`src/rtl/mem_access_unit.sv`:
```
// Load/store initiator between the core and a word-wide synchronous data memory.
// Optional misaligned-access trap: define MAU_MISALIGN_TRAP_EN.
module mem_access_unit #(
    parameter int N = 32
) (
    input  logic         clk,
    input  logic         rst_n,
    input  logic         reqValid,
    output logic         reqReady,
    input  logic         reqWrite,
    input  logic [1:0]   reqSize,
    input  logic         reqUnsigned,
    input  logic [N-1:0] reqAddr,
    input  logic [N-1:0] reqWData,
    output logic         rspValid,
    input  logic         rspReady,
    output logic [N-1:0] rspData,
    output logic         rspErr,
    output logic         rdEna,
    output logic [N-1:0] rdAddr,
    input  logic [N-1:0] rdData,
    output logic         wrEna,
    output logic [N-1:0] wrAddr,
    output logic [N-1:0] wrData,
    output logic [2:0]   state_dbg
);

    // Handshakes: a request transfers on an edge with reqValid && reqReady; a
    // response transfers on an edge with rspValid && rspReady. rspValid, rspData
    // and rspErr stay stable from assertion until that transfer.

    typedef enum logic [2:0] {
        IDLE      = 3'd0,
        READ      = 3'd1,
        LATCH     = 3'd2,
        WRITE     = 3'd3,
        RMW_RD    = 3'd4,
        RMW_MERGE = 3'd5,
        RMW_WR    = 3'd6,
        RESP      = 3'd7
    } state_t;

    state_t      state;
    logic [1:0]  req_size;
    logic        req_uns;
    logic [1:0]  req_lo;
    logic [15:0] req_wdata;
    logic        misaligned;

    assign reqReady  = (state == IDLE);
    assign state_dbg = state;

`ifdef MAU_MISALIGN_TRAP_EN
    assign misaligned = ((reqSize == 2'b01) && reqAddr[0]) ||
                        (reqSize[1] && (reqAddr[1:0] != 2'b00));
`else
    assign misaligned = 1'b0;
`endif

    // Byte lane k sits at bits [8k+7:8k]; halfword lane chosen by addr[1].
    function automatic logic [N-1:0] extract(input logic [N-1:0] word,
                                             input logic [1:0]   size,
                                             input logic         uns,
                                             input logic [1:0]   lo);
        logic [7:0]  b;
        logic [15:0] h;
        b = word[{lo, 3'b000} +: 8];
        h = word[{lo[1], 4'b0000} +: 16];
        case (size)
            2'b00:   extract = uns ? {{(N-8){1'b0}}, b}  : {{(N-8){b[7]}}, b};
            2'b01:   extract = uns ? {{(N-16){1'b0}}, h} : {{(N-16){h[15]}}, h};
            default: extract = word;
        endcase
    endfunction

    function automatic logic [N-1:0] merge(input logic [N-1:0] word,
                                           input logic [15:0]  wdata,
                                           input logic [1:0]   size,
                                           input logic [1:0]   lo);
        merge = word;
        if (size == 2'b00) merge[{lo, 3'b000} +: 8]     = wdata[7:0];
        else               merge[{lo[1], 4'b0000} +: 16] = wdata;
    endfunction

    always_ff @(posedge clk or negedge rst_n) begin
        if (!rst_n) begin
            state     <= IDLE;
            req_size  <= 2'b00;
            req_uns   <= 1'b0;
            req_lo    <= 2'b00;
            req_wdata <= '0;
            rspValid  <= 1'b0;
            rspData   <= '0;
            rspErr    <= 1'b0;
            rdEna     <= 1'b0;
            rdAddr    <= '0;
            wrEna     <= 1'b0;
            wrAddr    <= '0;
            wrData    <= '0;
        end else begin
            case (state)
                IDLE: begin
                    if (reqValid && reqReady) begin
                        req_size  <= reqSize;
                        req_uns   <= reqUnsigned;
                        req_lo    <= reqAddr[1:0];
                        req_wdata <= reqWData[15:0];
                        rdAddr    <= {reqAddr[N-1:2], 2'b00};
                        wrAddr    <= {reqAddr[N-1:2], 2'b00};
                        if (misaligned) begin
                            rspValid <= 1'b1;
                            rspErr   <= 1'b1;
                            rspData  <= '0;
                            state    <= RESP;
                        end else if (!reqWrite) begin
                            rdEna <= 1'b1;
                            state <= READ;
                        end else if (reqSize[1]) begin
                            wrEna  <= 1'b1;
                            wrData <= reqWData;
                            state  <= WRITE;
                        end else begin
                            rdEna <= 1'b1;
                            state <= RMW_RD;
                        end
                    end
                end
                READ: begin
                    rdEna <= 1'b0;
                    state <= LATCH;
                end
                LATCH: begin
                    rspData  <= extract(rdData, req_size, req_uns, req_lo);
                    rspErr   <= 1'b0;
                    rspValid <= 1'b1;
                    state    <= RESP;
                end
                WRITE: begin
                    wrEna    <= 1'b0;
                    rspData  <= '0;
                    rspErr   <= 1'b0;
                    rspValid <= 1'b1;
                    state    <= RESP;
                end
                RMW_RD: begin
                    rdEna <= 1'b0;
                    state <= RMW_MERGE;
                end
                RMW_MERGE: begin
                    wrData <= merge(rdData, req_wdata, req_size, req_lo);
                    wrEna  <= 1'b1;
                    state  <= RMW_WR;
                end
                RMW_WR: begin
                    wrEna    <= 1'b0;
                    rspData  <= '0;
                    rspErr   <= 1'b0;
                    rspValid <= 1'b1;
                    state    <= RESP;
                end
                RESP: begin
                    if (rspReady) begin
                        rspValid <= 1'b0;
                        state    <= IDLE;
                    end
                end
                default: state <= IDLE;
            endcase
        end
    end

endmodule
```
`config.mk`:
```
export PLATFORM = sky130hd
export DESIGN_NAME = mem_access_unit
export DESIGN_NICKNAME = d
export VERILOG_FILES = /design/src/rtl/mem_access_unit.sv
export SDC_FILE = /design/constraint.sdc
export NUM_CORES = 1
export LEC_CHECK = 0
export ABC_CLOCK_PERIOD_IN_PS = 3300
export CORE_ASPECT_RATIO = 0.75
export CORE_MARGIN = 1.5
export CORE_UTILIZATION = 49
export DETAILED_ROUTE_END_ITERATION = 10
export HOLD_SLACK_MARGIN = 0.02
export PLACE_DENSITY = 0.87
export SLEW_MARGIN = 20
export SYNTH_ARGS = -nofsm -noshare
export SYNTH_HDL_FRONTEND = slang
export SYNTH_SLANG_ARGS = --single-unit
export TNS_END_PERCENT = 100
```
`constraint.sdc`:
```
create_clock -name clk -period 3.3 [get_ports clk]
set_input_delay 0.66 -clock clk [delete_from_list [all_inputs] [get_ports clk]]
set_output_delay 0.66 -clock clk [all_outputs]
set_load 0.02 [all_outputs]
```
==> results.json <==
{
  "outcome": "complete, no violations",
  "io_pins": 240,
  "synth.mux.area_fraction_pct": 14.6,
  "worstSkewPairLatency_ns": 0.42,
  "ys_types": 50,
  "worst_path_max_delay_cell": "nor3b_4",
  "die_w_um": 136,
  "grt-ovfl-total": 0,
  "nFillCells": 894,
  "clk_pin_slew_ns": 0.06,
  "die_h_um": 103,
  "post-cts-setup-buffers": 0,
  "grt_pass1_vias": 5680,
  "end_kind": "flip-flop",
  "core_mm2": 0.0130,
  "maxSlewHeadroom_pct": 35.0,
  "start_kind": "flip-flop",
  "setup_viol": 0,
  "slew_viol_final": 0,
  "initial_core_util_pct": 50.2,
  "fin_skew_ns": 0.00873,
  "tightest_slew_ns": 0.973,
  "synth.avg_cell_area_um2": 11.5,
  "maxCapViolCount": 0,
  "cts_inserted_buffers": 17,
  "ctsRootBufferMaster": "clkbuf_16",
  "synth_compound_area_share_pct": 21.2,
  "hold_buffers": 0,
  "final_cell_area_mm2": 0.00927,
  "avgRoutedWirePerCell_um": 23.0,
  "yosys.area_share.simple_pct": 7.78,
  "row_count": 36,
  "cp_max_fo": 16,
  "cp.arrival_ns": 3.02,
  "vias": 5808,
  "async_flop_share_pct": 100,
  "ys_top_cells_by_area": "dfrtp_1 (46%), mux2_2 (11%), a221o_1 (4.9%)",
  "cp_slowest_stage_delay_ns": 0.65,
  "p_leak_nw": 3.89,
  "drive_gt1_share_pct": 16.8,
  "ys_warn_count": 0,
  "period_needed_ns": 2.67,
  "placed_area_mm2": 0.00868,
  "synth_xor_area_share_pct": 0,
  "grt_pass1_wl_mm": 32.7,
  "netlist_area_mm2": 0.00652,
  "hp-class": "input pin to async pin",
  "powerDensity_mw_per_mm2": 1100,
  "numClockSinks": 121,
  "htree_levels": 4,
  "synth-main-ff-cell": "dfrtp_1",
  "ant_nets": 0,
  "nets": 865,
  "dpl.hpwl_mm": 15.7,
  "synth_top_family_by_area": "compound AO/OA/AOI/OAI gates",
  "cts_tree": "done",
  "yosysSeqAreaShare_pct": 46.5,
  "drc": 0,
  "synth-edff-count": 0,
  "cts.path.max_buffers": 2,
  "grt_max_degree": 56,
  "post_cts_resized": 0,
  "first_iter_violations": 697,
  "synth_common_cells": "dfrtp_1 (121), mux2_2 (66), buf_4 (41)",
  "crit_required_ns": 3.65,
  "ys_ff_latch": 121,
  "viasPerCell": 6.19,
  "synth_fa_ha_area_share_pct": 0.960,
  "rsz0062_at_grt": "no",
  "synthCells": 567,
  "port_buffers": 234,
  "path_cells": "inv_1, ha_1, nor3b_4, nand3_1, a221oi_1, a221o_1",
  "first_pass_iters": 8,
  "fmax_mhz": 375,
  "finalCritPeriodShare_pct": 80.8,
  "yosysTopAreaCell": "dfrtp_1",
  "yosysTopAreaCellShare_pct": 46.5,
  "finalHoldViolCount": 0,
  "n_antenna_cell": 0,
  "die_area_mm2": 0.0140,
  "yosys.cell_count.top_type": "dfrtp_1",
  "criticalPathCategory": "flip-flop to flip-flop",
  "fin_setup_tns_ns": 0,
  "grt.total_usage_pct": 31.4,
  "area_growth_pct": 42.3,
  "grt_antenna_before_repair": 0,
  "place.gp.congestion": 0.901,
  "routed_wl_mm": 21.6,
  "ir_drop_mv": 0.747
}
## cell type report
| class | count | area, um^2 | share of cell area (%) |
|---|---|---|---|
| Sequential cell | 121 | 3030 | 32.7 |
| Multi-Input combinational cell | 350 | 2920 | 31.5 |
| Timing Repair Buffer | 244 | 2440 | 26.3 |
| Clock buffer | 20 | 467 | 5.03 |
| Tap cell | 171 | 214 | 2.31 |
| Clock inverter | 11 | 123 | 1.32 |
| Inverter | 22 | 82.6 | 0.891 |
## power breakdown
group          switching (mW)  internal [mW]  leakage, nW
logic                    2.80           2.55         2.09
clock network           0.691           1.16        0.280
registers               0.767           2.20         1.52
total                    4.25           5.91         3.89
## worst paths after layout
path,to,slack (ns),cells past startpoint,from
worst max-delay path,wrData[10],0.63,6,req_lo[0]
worst min-delay path,rspData[31],0.27,1,rst_n
worst max register to register,wrData[10],0.63,6,req_lo[0]
worst min register to register,rspValid,0.48,2,rspValid
max in group asynchronous,rdAddr[27],2.26,2,rst_n
min in group clk,rspValid,0.48,2,rspValid
## per-stage QoR
stage | hold WS, ns | worst slack, ns | total power, mW | util [%] | std cells
after global placement | 0.464 | 0.714 | 8.11 | 66.9 | 908
after global routing | 0.337 | 0.451 | 10.7 | 71.5 | 939
after detailed placement | 0.468 | 0.648 | 8.24 | 66.9 | 908
after CTS | 0.308 | 0.700 | 10.1 | 71.5 | 939
after floorplan | 0.364 | 1.10 | 6.18 | - | 571
final | 0.271 | 0.633 | 10.2 | 71.5 | 939
## kinds of logic (layout without fill, tap and decap cells)
logic type / after synthesis / in the layout
compound gates: 168 / 168
fa+ha+maj: 5 / 5
buf+inv: 100 / 297
flops: 121 / 121
mux: 85 / 85
other cells: 1 / 5
simple gates: 87 / 87
## per-layer routing
metal,routed length [um],GRT usage (%),vias up,part of all wire (%)
met5,0,0,-,0
met4,549,10.9,0,2.5
met2,10000,49.8,363,46
li1,-,-,2519,-
met3,2160,6.74,41,10
met1,8900,43.0,2885,41
## flip-flops by register name, indices dropped and copies added (netlist names)
register and count:
rspData 32, wrData 32, rdAddr 30, req_wdata 16
state_dbg 3, req_lo 2, req_size 2, rdEna 1
req_uns 1, rspValid 1, wrEna 1
## critical path: cells and delay by family, from the launching register on
kind	cells	cell delay (ns)
and+or+nand+nor	2	0.80
AOI/OAI and AO/OA	2	0.62
DFF	1	0.56
adders and majority gates	1	0.44
buffers and inverters	1	0.19
## cell usage in the layout (no fill, tap or decap), types with 2 or more instances in the layout
cell,synthesis,layout
a21o_1,8,8
buf_4,41,9
nor2_1,5,5
nor3_2,2,2
nor2_2,2,2
a221oi_2,8,8
mux2i_1,17,17
o31ai_1,9,9
nor4_4,2,2
conb_1,1,5
clkinv_2,0,3
a211oi_1,8,8
a22oi_1,8,8
clkinv_4,0,2
inv_1,22,22
a21oi_1,25,25
buf_12,0,2
ha_1,5,5
bufinv_16,0,2
clkbuf_16,0,17
o21ai_0,11,11
clkdlybuf4s50_1,0,233
mux2_2,66,66
dfrtp_1,121,120
a221o_1,32,32
o21ai_1,2,2
nor3_1,2,2
a222oi_1,7,7
nor2b_1,17,17
and3_1,2,2
nand3_1,17,17
clkinvlp_4,0,4
and2_1,2,2
a221oi_1,32,32
a31oi_1,2,2
o22ai_1,9,9
clkbuf_8,0,3
nand2_1,29,29
Note: power is estimated with default switching activity, not from simulation.
